===== src/rtl/check_parity_pkg.sv =====
`default_nettype none
// ============================================================================
// Module   : check_parity_pkg
// Brief    : Hamming(12,8) position maps and helpers shared with the encoder.
// Revision : 1.0 - initial release
// ============================================================================
package check_parity_pkg;

  localparam int c_SYN_W  = 4;
  localparam int c_CODE_W = 12;
  localparam int c_DATA_W = 8;

  localparam int c_PARITY_POS [0:3] = '{1, 2, 4, 8};
  localparam int c_DATA_POS   [0:7] = '{3, 5, 6, 7, 9, 10, 11, 12};

  typedef logic [1:c_CODE_W]  codeword_t;
  typedef logic [1:c_DATA_W]  data_t;
  typedef logic [c_SYN_W-1:0] syndrome_t;

  function automatic data_t extractData(input codeword_t cw);
    data_t d;
    d = '0;
    for (int i = 0; i < c_DATA_W; i++) begin
      d[i+1] = cw[c_DATA_POS[i]];
    end
    return d;
  endfunction

  // Syndromes outside 1..12 name no position, so nothing is flipped for them.
  function automatic codeword_t flipPosition(input codeword_t cw, input syndrome_t s);
    codeword_t r;
    r = cw;
    for (int p = 1; p <= c_CODE_W; p++) begin
      if (s == syndrome_t'(p)) begin
        r[p] = ~r[p];
      end
    end
    return r;
  endfunction

endpackage
`default_nettype wire


===== src/rtl/check_parity_if.sv =====
`default_nettype none
// ============================================================================
// Module   : check_parity_if
// Brief    : Codeword-in / corrected-data-out valid-ready stream bundle.
// Revision : 1.0 - initial release
// ============================================================================
interface check_parity_if;
  import check_parity_pkg::*;

  logic      in_valid;
  logic      in_ready;
  codeword_t dataIn;
  logic      out_valid;
  logic      out_ready;
  data_t     dataOut;
  logic      corrected;
  logic      uncorrectable;

  modport master (
    output in_valid, dataIn, out_ready,
    input  in_ready, out_valid, dataOut, corrected, uncorrectable
  );

  modport slave (
    input  in_valid, dataIn, out_ready,
    output in_ready, out_valid, dataOut, corrected, uncorrectable
  );

endinterface
`default_nettype wire


===== src/rtl/check_parity_syndrome.sv =====
`default_nettype none
// ============================================================================
// Module   : hamming_syndrome
// Brief    : Combinational Hamming(12,8) syndrome of a 12-bit codeword.
// Revision : 1.0 - initial release
// ============================================================================
module hamming_syndrome
  import check_parity_pkg::*;
(
  input  codeword_t dataIn,
  output syndrome_t s
);

  // Parity bit k covers every position whose index shares its single set bit.
  always_comb begin
    s = '0;
    for (int k = 0; k < c_SYN_W; k++) begin
      for (int p = 1; p <= c_CODE_W; p++) begin
        if ((p & c_PARITY_POS[k]) != 0) begin
          s[k] = s[k] ^ dataIn[p];
        end
      end
    end
  end

endmodule
`default_nettype wire


===== src/rtl/check_parity.sv =====
`default_nettype none
// ============================================================================
// Module   : check_parity
// Brief    : Two-stage Hamming(12,8) SEC checker with saturating error counters.
// Revision : 1.0 - initial release
// ============================================================================
module check_parity
  import check_parity_pkg::*;
#(
  parameter int CNT_W = 8
)
(
  input  logic             clk,
  input  logic             reset,
  check_parity_if.slave    bus,
  input  logic             clear_counts,
  output logic [CNT_W-1:0] corr_count,
  output logic [CNT_W-1:0] err_count
);

  logic             r_s1Valid;
  codeword_t        r_s1Code;
  syndrome_t        r_s1Syn;
  logic             r_s2Valid;
  data_t            r_s2Data;
  logic             r_s2Corr;
  logic             r_s2Unc;
  logic [CNT_W-1:0] r_corrCount;
  logic [CNT_W-1:0] r_errCount;

  syndrome_t w_syn;
  logic      w_s1Adv;
  logic      w_s2Adv;
  logic      w_inXfer;
  logic      w_outXfer;
  data_t     w_fixData;
  logic      w_fixCorr;
  logic      w_fixUnc;

  assign w_s2Adv   = !r_s2Valid || bus.out_ready;
  assign w_s1Adv   = !r_s1Valid || w_s2Adv;
  assign w_inXfer  = bus.in_valid && w_s1Adv;
  assign w_outXfer = r_s2Valid && bus.out_ready;

  hamming_syndrome u_syndrome (
    .dataIn (bus.dataIn),
    .s      (w_syn)
  );

  always_ff @(posedge clk or posedge reset) begin
    if (reset) begin
      r_s1Valid <= 1'b0;
      r_s1Code  <= '0;
      r_s1Syn   <= '0;
    end else if (w_s1Adv) begin
      r_s1Valid <= bus.in_valid;
      if (w_inXfer) begin
        r_s1Code <= bus.dataIn;
        r_s1Syn  <= w_syn;
      end
    end
  end

  always_comb begin
    w_fixCorr = (r_s1Syn != '0) && (r_s1Syn <= syndrome_t'(c_CODE_W));
    w_fixUnc  = (r_s1Syn > syndrome_t'(c_CODE_W));
    w_fixData = extractData(flipPosition(r_s1Code, r_s1Syn));
  end

  // Payload only loads with a real word so a stalled output never changes.
  always_ff @(posedge clk or posedge reset) begin
    if (reset) begin
      r_s2Valid <= 1'b0;
      r_s2Data  <= '0;
      r_s2Corr  <= 1'b0;
      r_s2Unc   <= 1'b0;
    end else if (w_s2Adv) begin
      r_s2Valid <= r_s1Valid;
      if (r_s1Valid) begin
        r_s2Data <= w_fixData;
        r_s2Corr <= w_fixCorr;
        r_s2Unc  <= w_fixUnc;
      end
    end
  end

  always_ff @(posedge clk or posedge reset) begin
    if (reset) begin
      r_corrCount <= '0;
      r_errCount  <= '0;
    end else if (clear_counts) begin
      r_corrCount <= '0;
      r_errCount  <= '0;
    end else if (w_outXfer) begin
      if (r_s2Corr && (r_corrCount != '1)) begin
        r_corrCount <= r_corrCount + CNT_W'(1);
      end
      if (r_s2Unc && (r_errCount != '1)) begin
        r_errCount <= r_errCount + CNT_W'(1);
      end
    end
  end

  assign bus.in_ready      = w_s1Adv;
  assign bus.out_valid     = r_s2Valid;
  assign bus.dataOut       = r_s2Data;
  assign bus.corrected     = r_s2Corr;
  assign bus.uncorrectable = r_s2Unc;
  assign corr_count        = r_corrCount;
  assign err_count         = r_errCount;

endmodule
`default_nettype wire


===== src/flat_wrapper.sv =====
// flat-port wrapper written by rule: the top's interface ports become plain ports
module check_parity_flat import check_parity_pkg::*;
#(
  parameter int CNT_W = 8
)
  (clk, reset, clear_counts, corr_count, err_count, bus_in_valid, bus_dataIn, bus_out_ready, bus_in_ready, bus_out_valid, bus_dataOut, bus_corrected, bus_uncorrectable);
  check_parity_if bus_i ();
  input  logic clk;
  input  logic reset;
  input  logic clear_counts;
  output logic [CNT_W-1:0] corr_count;
  output logic [CNT_W-1:0] err_count;
  input wire logic [$bits(bus_i.in_valid)-1:0] bus_in_valid;
  input wire logic [$bits(bus_i.dataIn)-1:0] bus_dataIn;
  input wire logic [$bits(bus_i.out_ready)-1:0] bus_out_ready;
  output wire logic [$bits(bus_i.in_ready)-1:0] bus_in_ready;
  output wire logic [$bits(bus_i.out_valid)-1:0] bus_out_valid;
  output wire logic [$bits(bus_i.dataOut)-1:0] bus_dataOut;
  output wire logic [$bits(bus_i.corrected)-1:0] bus_corrected;
  output wire logic [$bits(bus_i.uncorrectable)-1:0] bus_uncorrectable;
  assign bus_i.in_valid = bus_in_valid;
  assign bus_i.dataIn = bus_dataIn;
  assign bus_i.out_ready = bus_out_ready;
  assign bus_in_ready = bus_i.in_ready;
  assign bus_out_valid = bus_i.out_valid;
  assign bus_dataOut = bus_i.dataOut;
  assign bus_corrected = bus_i.corrected;
  assign bus_uncorrectable = bus_i.uncorrectable;
  check_parity #(.CNT_W(CNT_W)) u_core (.clk(clk), .reset(reset), .bus(bus_i), .clear_counts(clear_counts), .corr_count(corr_count), .err_count(err_count));
endmodule

===== config.mk =====
export PLATFORM = sky130hd
export DESIGN_NAME = check_parity_flat
export DESIGN_NICKNAME = d
export VERILOG_FILES = /design/src/rtl/check_parity_pkg.sv /design/src/rtl/check_parity_if.sv /design/src/rtl/check_parity_syndrome.sv /design/src/rtl/check_parity.sv /design/src/flat_wrapper.sv
export SDC_FILE = /design/constraint.sdc
export NUM_CORES = 1
export LEC_CHECK = 0
export CORE_MARGIN = 2
export CORE_UTILIZATION = 40
export CTS_CLUSTER_DIAMETER = 30
export DETAILED_ROUTE_END_ITERATION = 10
export PLACE_DENSITY = 0.61
export SYNTH_ARGS = -nofsm -noshare
export SYNTH_HDL_FRONTEND = slang
export SYNTH_HIERARCHICAL = 1
export SYNTH_SLANG_ARGS = --single-unit

===== constraint.sdc =====
create_clock -name clk -period 2.27 [get_ports clk]
set_input_delay 0.681 -clock clk [delete_from_list [all_inputs] [get_ports clk]]
set_output_delay 0.681 -clock clk [all_outputs]
set_load 0.02 [all_outputs]

==> impl_summary.log <==
[metrics] outcome: completed
[metrics] power density normalized to cell area: around 790 nW/µm²
[metrics] post-synthesis instance total: approximately 190
[metrics] pin count of the biggest net entering global routing: 41
[metrics] EDFF count, synth: 0
[metrics] sort of element at the start of the critical path: input port
[metrics] logic gate share of total power: 0.314
[metrics] Die Wd: about 80 µm
[metrics] worst clock skew: between 4 and 5 ps
[metrics] number of violations reported at the end of detailed-routing iteration 0: 57
[metrics] cells taking the most area after synthesis: dfrtp_1 (42%), mux2_2 (9.5%), xnor3_1 (4.8%)
[metrics] number of buffer cells added on primary ports: 44
[metrics] reg2reg end: u_core/corr_count[4]
[metrics] post-route fraction of the period consumed by the critical path: 0.971
[metrics] Ant. Diodes: 0
[metrics] starting utilization of the core area: 0.407
[metrics] unrepaired setup endpoints after global routing: no
[metrics] top-count cell post-synth: dfrtp_1
[metrics] detail-routed net length per standard cell: 14.2 µm
[metrics] startpoint of the worst hold path: u_core/bus.dataOut[2]
[metrics] wire length of the first global-routing pass: ~7500 µm
[metrics] signed area change from the synthesized netlist to the final layout: 24.4%
[metrics] clock tree sinks: 40
[metrics] Root Buffer Master: clkbuf_8
[metrics] Vert. Die Dim: 80.9 µm
[metrics] largest buffer count on any clock path: 2
[metrics] net switching power figure: 0.712 mW
[metrics] share of layout cells above drive strength 1: 0.241
[metrics] Placer Congestion: 0.714
[metrics] Async SR Flop Fraction: 1.00
[metrics] total of max-cap violations: 0
[metrics] Synth Area per Inst: 12.4 µm²
[metrics] count of unique library cells instantiated by Yosys: 46
[metrics] latest clock arrival within the worst-skew pair: between 200 and 300 ps
[metrics] area share of the leading cell type in the synthesized netlist: 0.423
[metrics] number of setup violations in the final report: 0
[metrics] top cells by count, synth: dfrtp_1 (40), mux2_2 (20), xor2_1 (10)
[metrics] Internal: 1.60 mW
[metrics] die area: approximately 6500 µm²
[metrics] reg2reg setup slack: between 500 and 600 ps
[metrics] via count of the first global-routing pass: roughly 1.6k
[metrics] global-route total usage across every layer: 0.147
[metrics] Avg Vias per Cell: between 5 and 6
[metrics] summed instance area of the synthesized netlist: between 2000 and 2500 µm²
[metrics] Min-Delay Path Class: reg2reg
[metrics] count of non-filler cells in the finished layout: about 310
[metrics] syn nets: 210
[metrics] normalized max-slew margin: 0.657
[metrics] Synth warnings: 6
[metrics] worst setup path class: in2out
[metrics] IR Drop Worst-Case VDD: 386 µV
[metrics] Worst Max-Slew Pin Slew: ~510 ps
[metrics] Final Hold Vio Count: 0
[metrics] net total in the final layout: about 260
[metrics] switching share of total power: 0.308
[metrics] depth of the worst register-to-register path: 4
[metrics] I/O pin count: 45
[metrics] clock share of power: 0.250
[metrics] clock tree from TritonCTS: yes
[metrics] element type at the critical path end: output port
[metrics] required time worst endpoint: roughly 1600 ps
[metrics] post-synthesis register bit count: 40
[metrics] hold-critical path depth: 1
[metrics] sequential group share of total power: 0.436
[metrics] cell type contributing the most total cell area after synthesis: dfrtp_1
[metrics] DP HPWL: around 3000 µm
[metrics] H-tree depth: 2
[metrics] Inst Count DP: a little over 300
[metrics] destination of the worst hold path: u_core/bus.dataOut[2]
[metrics] proportion of synthesized chip area in sequential cells: 0.423
[metrics] final count of pins violating max slew: 0
[metrics] Congestion Overflow GR: 0
[metrics] post-detailed-route DRC marker count: 0
[metrics] setup TNS: 0 ps
[metrics] clock input transition at the sequential cells of the worst setup and hold paths: 80 ps
[metrics] TritonCTS buffer count: 5
[metrics] total of fill cells in the finished design: about 560
[metrics] area inside the core boundary: around 5800 µm²
[metrics] final wirelength: ~4400 µm
[metrics] CP Data Arrival Time: between 1500 and 2000 ps
[metrics] post-detailed-route count of antenna-violating nets: 0
[metrics] number of iterations in the first detailed-routing pass: 4
[metrics] Synth Flop Type: dfrtp_1
[metrics] Max Fclk: approximately 450 MHz
[metrics] worst-path maximum fanout: 2
[metrics] FP Rows: 28
[metrics] leakage power: ~1.2 nW
[metrics] Worst R2R Start: u_core/corr_count[0]
[metrics] min Tclk post-route: between 2000 and 2500 ps
[metrics] via count: roughly 1.6k
[metrics] antenna violations before repair: 0
placed cells by master, fill, tap and decap left out, types with 3 or more instances in the layout:
cell type,n
nand4_1,4
a211oi_2,5
inv_1,4
nand2_1,3
and4bb_2,5
buf_4,6
xor2_1,10
and3_1,5
a311oi_1,3
xnor2_1,4
clkdlybuf4s50_1,43
nand2b_1,7
nor2b_1,7
xnor3_1,5
nor2_1,8
a31oi_1,5
mux2_1,4
dfrtp_1,39
clkbuf_8,5
nand3_1,5
mux2_2,20
mux2_4,4
and4_1,3
cell type report:
type	instances	area [µm²]	area share
well taps	75	93.8	0.0319
inverters	4	15.0	0.00510
multi-input cells	135	1240	0.423
repair buffers	50	480	0.163
flip-flops and latches	40	1000	0.341
clock inverters	2	35.0	0.0119
clock buffers	6	72.6	0.0247
critical path: stages:
cell and delay (ps):
clkdlybuf4s50_1 520, nand3b_4 160, buf_2 160
metrics by stage:
stage | area (µm²) | setup WS [ps] | power (mW) | util | hold slack (ps)
after floorplan | 2370 | 560 | 1.48 | - | 485
after global placement | 2840 | -395 | 1.75 | 0.488 | 490
after detailed placement | 2840 | -388 | 1.76 | 0.488 | 493
after CTS | 2940 | 34.3 | 2.35 | 0.506 | 516
after global routing | 2940 | 38.6 | 2.46 | 0.506 | 540
final | 2940 | 66.6 | 2.31 | 0.506 | 504
power groups by stage:
stage               Sequential, mW  Clock [mW]  Combinational [mW]
floorplan                     1.05           0               0.425
finish                        1.01       0.578               0.726
detailed placement            1.02           0               0.737
CTS                           1.01       0.595               0.739
global placement              1.02           0               0.734
global route                  1.04       0.634               0.786
metal layers:
layer | track usage | wire length (µm) | share of wire | vias up
li1 | - | - | - | 794
met1 | 0.190 | 2040 | 0.46 | 780
met5 | 0 | 0 | 0 | -
met3 | 0.0322 | 203 | 0.046 | 8
met4 | 0.0508 | 57 | 0.013 | 0
met2 | 0.244 | 2120 | 0.48 | 40
kinds of logic (layout without fill, tap and decap cells):
| kind of cell | count (synthesis) | after routing | synth area share |
|---|---|---|---|
| fa+ha+maj | 2 | 2 | 0.0106 |
| compound gates | 24 | 24 | 0.0941 |
| simple gates | 60 | 60 | 0.173 |
| flops | 40 | 40 | 0.423 |
| xor+xnor | 19 | 19 | 0.0994 |
| buf+inv | 16 | 62 | 0.0513 |
| mux | 30 | 30 | 0.148 |
registers in the layout, indices dropped and copies added (netlist names):
name / flops
u_core/bus.corrected: 1
u_core/bus.dataOut: 8
u_core/bus.out_valid: 1
u_core/bus.uncorrectable: 1
u_core/corr_count: 8
u_core/err_count: 8
u_core/r_s1Code: 8
u_core/r_s1Syn: 4
u_core/r_s1Valid: 1
what timing repair did:
item / in CTS / in global routing
hold buffers: 0 / 0
endpoints found under the setup margin: 1 / 1
gates resized for setup: 4 / 1
setup buffers: 0 / 0
how the worst max path moves through the flow:
stage                               from                   end  slack (ps)  depth (start not counted)
floorplan           u_core/corr_count[0]  u_core/corr_count[4]         560                          5
global placement           bus_out_ready          bus_in_ready        -400                          3
detailed placement         bus_out_ready          bus_in_ready        -390                          3
CTS                 u_core/bus.out_valid         bus_out_valid          30                          1
global route               bus_out_ready          bus_in_ready          40                          3
finish                     bus_out_ready          bus_in_ready          70                          3
(Power assumes the default switching activity.)
